### src/rtl/micro_sequencer.sv
// ---------------------------------------------------------------------------
// micro_sequencer
//
// Micro-program sequencer. It computes the next micro-PC (control-store
// address) from the sequencing code of the current microword and keeps a
// small LIFO return stack for micro-subroutine calls.
//
// Ports
//   clk          : single clock, all state changes on its rising edge
//   rst          : asynchronous active-high reset (forces IDLE, upc=0, sp=0)
//   start        : begin execution at address 0 (honoured in IDLE and HALT)
//   stall        : freeze every piece of state for this cycle while in RUN
//   mir_next     : next-address field of the current microword
//   mir_seq      : sequencing code of the current microword
//   ir           : instruction register, target of DISPATCH
//   z            : ALU zero flag, condition for BRZ / BRNZ
//   upc          : micro-PC
//   running      : registered, high in RUN
//   halted       : registered, high in HALT
//   fault        : registered, high in FAULT
//   sp           : return-stack occupancy (0..STACK_DEPTH)
//   o_dbg_state  : current FSM state (IDLE=0, RUN=1, HALT=2, FAULT=3)
//
// Flow control: there is no valid/ready handshake. While in RUN with
// stall low, exactly one microword (mir_seq/mir_next/ir/z as presented
// for the current upc) is consumed on every rising edge; with stall high
// nothing is consumed and nothing changes.
// ---------------------------------------------------------------------------
module micro_sequencer #(
    parameter int STACK_DEPTH = 4
) (
    input  logic       clk,
    input  logic       rst,
    input  logic       start,
    input  logic       stall,
    input  logic [7:0] mir_next,
    input  logic [2:0] mir_seq,
    input  logic [7:0] ir,
    input  logic       z,
    output logic [7:0] upc,
    output logic       running,
    output logic       halted,
    output logic       fault,
    output logic [3:0] sp,
    output logic [1:0] o_dbg_state
);

    typedef enum logic [1:0] {
        ST_IDLE  = 2'd0,
        ST_RUN   = 2'd1,
        ST_HALT  = 2'd2,
        ST_FAULT = 2'd3
    } state_t;

    localparam logic [2:0] SEQ_NEXT     = 3'b000;
    localparam logic [2:0] SEQ_GOTO     = 3'b001;
    localparam logic [2:0] SEQ_DISPATCH = 3'b010;
    localparam logic [2:0] SEQ_BRZ      = 3'b011;
    localparam logic [2:0] SEQ_BRNZ     = 3'b100;
    localparam logic [2:0] SEQ_CALL     = 3'b101;
    localparam logic [2:0] SEQ_RET      = 3'b110;
    localparam logic [2:0] SEQ_HALT     = 3'b111;

    // Index width matches the stack array size so entry selection is exact.
    localparam int         IDXW    = (STACK_DEPTH > 1) ? $clog2(STACK_DEPTH) : 1;
    localparam logic [3:0] DEPTH_L = 4'(STACK_DEPTH);

    state_t          r_state;
    logic [7:0]      r_upc;
    logic [3:0]      r_sp;
    logic            r_running;
    logic            r_halted;
    logic            r_fault;
    logic [7:0]      r_stack [STACK_DEPTH];

    logic [7:0]      w_upc_inc;
    logic [3:0]      w_sp_dec;
    logic            w_full;
    logic            w_empty;
    logic            w_active;
    logic            w_push;
    logic [IDXW-1:0] w_push_idx;
    logic [IDXW-1:0] w_top_idx;
    logic [7:0]      w_top;

    // 8-bit add wraps 255 -> 0 naturally, for both branch and push values.
    assign w_upc_inc  = r_upc + 8'd1;
    assign w_sp_dec   = r_sp - 4'd1;
    assign w_full     = (r_sp == DEPTH_L);
    assign w_empty    = (r_sp == 4'd0);
    assign w_active   = (r_state == ST_RUN) && !stall;
    assign w_push_idx = r_sp[IDXW-1:0];
    assign w_top_idx  = w_sp_dec[IDXW-1:0];
    // Only consumed on a RET with sp != 0, so an empty stack is never used.
    assign w_top      = r_stack[w_top_idx];

    // Gating with rst means a reset coinciding with a CALL edge writes nothing.
    assign w_push = w_active && (mir_seq == SEQ_CALL) && !w_full && !rst;

    // Stack storage carries no reset: entries above sp are never read.
    always_ff @(posedge clk) begin
        if (w_push) begin
            r_stack[w_push_idx] <= w_upc_inc;
        end
    end

    always_ff @(posedge clk or posedge rst) begin
        if (rst) begin
            r_state   <= ST_IDLE;
            r_upc     <= 8'd0;
            r_sp      <= 4'd0;
            r_running <= 1'b0;
            r_halted  <= 1'b0;
            r_fault   <= 1'b0;
        end else begin
            case (r_state)
                ST_IDLE, ST_HALT: begin
                    // upc is already 0 in IDLE; in HALT it holds until start.
                    if (start) begin
                        r_state   <= ST_RUN;
                        r_upc     <= 8'd0;
                        r_sp      <= 4'd0;
                        r_running <= 1'b1;
                        r_halted  <= 1'b0;
                        r_fault   <= 1'b0;
                    end
                end

                ST_RUN: begin
                    if (w_active) begin
                        case (mir_seq)
                            SEQ_NEXT:     r_upc <= w_upc_inc;
                            SEQ_GOTO:     r_upc <= mir_next;
                            SEQ_DISPATCH: r_upc <= ir;
                            SEQ_BRZ:      r_upc <= z ? mir_next : w_upc_inc;
                            SEQ_BRNZ:     r_upc <= z ? w_upc_inc : mir_next;
                            SEQ_CALL: begin
                                if (w_full) begin
                                    r_state   <= ST_FAULT;
                                    r_running <= 1'b0;
                                    r_fault   <= 1'b1;
                                end else begin
                                    r_sp  <= r_sp + 4'd1;
                                    r_upc <= mir_next;
                                end
                            end
                            SEQ_RET: begin
                                if (w_empty) begin
                                    r_state   <= ST_FAULT;
                                    r_running <= 1'b0;
                                    r_fault   <= 1'b1;
                                end else begin
                                    r_sp  <= w_sp_dec;
                                    r_upc <= w_top;
                                end
                            end
                            SEQ_HALT: begin
                                r_state   <= ST_HALT;
                                r_running <= 1'b0;
                                r_halted  <= 1'b1;
                            end
                        endcase
                    end
                end

                ST_FAULT: begin
                    // Sticky: only rst leaves this state.
                end

                default: begin
                    r_state <= ST_IDLE;
                end
            endcase
        end
    end

    assign upc         = r_upc;
    assign sp          = r_sp;
    assign running     = r_running;
    assign halted      = r_halted;
    assign fault       = r_fault;
    assign o_dbg_state = r_state;

endmodule

### config.mk
export PLATFORM = sky130hd
export DESIGN_NAME = micro_sequencer
export DESIGN_NICKNAME = d
export VERILOG_FILES = /design/src/rtl/micro_sequencer.sv
export SDC_FILE = /design/constraint.sdc
export NUM_CORES = 1
export LEC_CHECK = 0
export ABC_AREA = 1
export CELL_PAD_IN_SITES_DETAIL_PLACEMENT = 1
export CELL_PAD_IN_SITES_GLOBAL_PLACEMENT = 2
export CORE_ASPECT_RATIO = 1.75
export CORE_MARGIN = 2
export CORE_UTILIZATION = 35
export CTS_BUF_LIST = sky130_fd_sc_hd__clkbuf_8
export DETAILED_ROUTE_END_ITERATION = 16
export PLACE_DENSITY_LB_ADDON = 0.1
export SLEW_MARGIN = 20
export SYNTH_ARGS = -nofsm -noshare
export SYNTH_HDL_FRONTEND = slang
export SYNTH_SLANG_ARGS = --single-unit
### constraint.sdc
create_clock -name clk -period 6.1 [get_ports clk]
set_input_delay 1.83 -clock clk [delete_from_list [all_inputs] [get_ports clk]]
set_output_delay 1.83 -clock clk [all_outputs]
set_load 0.005 [all_outputs]
==> run metrics <==
drt via density 5.06; RR Startpoint sp[0]; 1st-pass router iterations 4; CTS sink cnt 49; RR Endpoint r_stack[0][2]; Final period util 61.6%; Max FO, Critical Path 18; number of enable flip-flop cells after synthesis 32; CP peak stage delay 600 ps; Compound-Gate Fraction of Synth Area 5.45%; Max Root-Sink Buffers 2; Slowest cell on crit path nor2_1; reported leakage power 1.50 nW; Worst-Skew Late Latency 310 ps; post-cts resize count 0; CP top delay family buffers and inverters; most used flip-flop cell after synthesis edfxtp_1; Gate power share 44.3%; hold wc startpoint running; ant diodes 0; initial detailed-routing violation count 123; Core ar. 7860 µm²; first-pass GRT wire length 13.2 mm; WHS 484 ps; RD Place Congestion 0.781; final-stage net count 422; clk root buf clkbuf_8; Clock transition at path regs 100 ps; multi-input combinational cell area 1180 µm²; R2R depth 5; antenna-violating nets left 0; MaxCap Viol Count 0; I/O pins 41; Syn. warnings 0; DIE AREA 8760 µm²; Syn Std Cell Area 2800 µm²; Hold EP running; critical path class input port to flip-flop; Max Freq 0.266 GHz; met1 GRT Util 22.6%; Final Setup Violations 0; XOR/XNOR share of the synthesized area 0.938%; CP startpoint kind input port; crit end category flip-flop; Setup Total Neg Slack 0 ps; most frequent cells in the layout nand2_1, nand3_1, inv_1; worst rel slew slack 50.4%; R2R setup slack 3010 ps; FF+latch count, synth 49; CTS tree built; Global Route Usage Sum 20.0%; final WL 8.06 mm; most common cell after layout, fill and taps aside nand2_1; register area 1390 µm²; DRC Markers 0; clock group share of total power 16.9%; vias in the first global route 2539; PD cells 400 nW/µm²; RSZ-0062 raised after global routing no; Yosys cell types 30; Buf/Inv on CP 2; sw frac 40.9%; switching power 0.552 mW; measured slew at the worst slew-check pin 743 ps; CP arrival 3690 ps; die width 71.6 µm; internal power 0.799 mW; async set-reset flop share out of synthesis 34.7%; largest family of logic cells by synthesized area simple AND/OR/NAND/NOR gates; fin util 43.0%; Critical Path Start rst; area share of and/or/nand/nor cells after synthesis 33.5%; Avg Cell Area, Syn 7.91 µm²; share of cells above drive strength 1 5.33%; Port Buffers 40; postcts setup bufs 0; WHS Path Cells 2; largest net degree at the start of global routing 22; Slew Limit Fails 0; M3 GR Usage 2.22%; clock skew 16.3 ps; routed len/inst 16.6 µm; H-tree lvl count 2; sequential fraction of design power 38.7%; initial antenna violation count 0; # fillers 975; floorplan die height 122 µm; CP Data Required Time 6040 ps; GRT overflow 0; Max IR drop VDD 0.192 mV; Worst Hold Class flip-flop to flip-flop; GRT Max-Usage Layer met2; total CTS buffers 5; CTS Hold Bufs 0; Area Overhead vs Synth 20.5%; Final min period 3750 ps; Starting Density 35.7%; met2 Track Usage GR 36.9%; Seq/Total Area, Yosys 49.5%; PnR Total Power 1.35 mW; CP Cell Sequence clkdlybuf4s50_1 > inv_1 > nand4_1 > nor2_1; row count 43; Post-Syn Nets 383; Final Hold Violating Endpoints 0; Synth Instances 354; status finished clean; mux contribution to synthesized area 0%; Vias 2450; DP Wirelength 6.62 mm; adder-cell share of the synthesized area 2.23%
power groups by stage:
stage | Combinational, mW | Sequential (mW) | Clock, mW
2_1_floorplan | 0.363 | 0.509 | 0
3_3_place_gp | 0.600 | 0.531 | 0
3_5_place_dp | 0.607 | 0.532 | 0
4_1_cts | 0.611 | 0.525 | 0.235
5_1_grt | 0.678 | 0.536 | 0.247
6_report | 0.599 | 0.523 | 0.229
sequential cells by signal, summed over array words and instances (netlist names):
register / cells
halted: 1
o_dbg_state: 2
fault: 1
r_stack: 32
running: 1
upc: 8
sp: 4
logic make-up after synthesis:
| group | count (synthesis) |
|---|---|
| compound gates | 29 |
| xor+xnor | 3 |
| flops | 49 |
| fa+ha+maj | 5 |
| buf+inv | 58 |
| simple gates | 210 |
tightest hold or removal path, cell delays in order (launching register included):
cell	delay [ps]
dfrtp_1	360
nand2_1	50
nand2_1	50
Yosys cell counts, types with 2 or more instances:
cell / n / area (µm²)
nand3_1: 50 / 250
or2_1: 2 / 12.5
edfxtp_1: 32 / 961
nor2_1: 30 / 113
nor2_2: 4 / 25.0
xnor2_1: 2 / 17.5
dfrtp_1: 17 / 425
nand4_1: 9 / 56.3
a21oi_1: 10 / 50.1
buf_2: 5 / 25.0
nand2_1: 107 / 402
nand2_2: 3 / 18.8
inv_1: 47 / 176
o21ai_0: 15 / 75.1
ha_1: 5 / 62.6
inv_2: 2 / 7.51
worst max path at each step:
stage,to,cells past startpoint
floorplan,r_stack[1][0],3
global placement,r_stack[2][7],4
detailed placement,r_stack[0][7],4
CTS,r_stack[0][2],4
global route,r_stack[2][4],4
finish,r_stack[0][2],4
cell type report:
cell class | count | area share, %
repair buffers | 40 | 11.9
well taps | 90 | 3.33
clock inverters | 3 | 1.22
clock buffers | 5 | 2.04
flip-flops and latches | 49 | 41.1
multi-input cells | 247 | 34.9
inverters | 50 | 5.56
per-layer routing:
layer	wire [µm]	up-vias	share of wire, %
met1	3200	1164	40
met2	4390	43	55
met3	187	15	2.3
met4	276	0	3.4
li1	-	1228	-
met5	0	-	0
stage by stage:
step / cells / setup WS (ps) / area [µm²]
3_3_place_gp: 476 / 1990 / 3270
4_1_cts: 484 / 2300 / 3380
3_5_place_dp: 476 / 1970 / 3270
2_1_floorplan: 354 / 2860 / 2800
6_report: 484 / 2350 / 3380
5_1_grt: 484 / 2120 / 3380
Note: power is estimated with default switching activity, not from simulation.
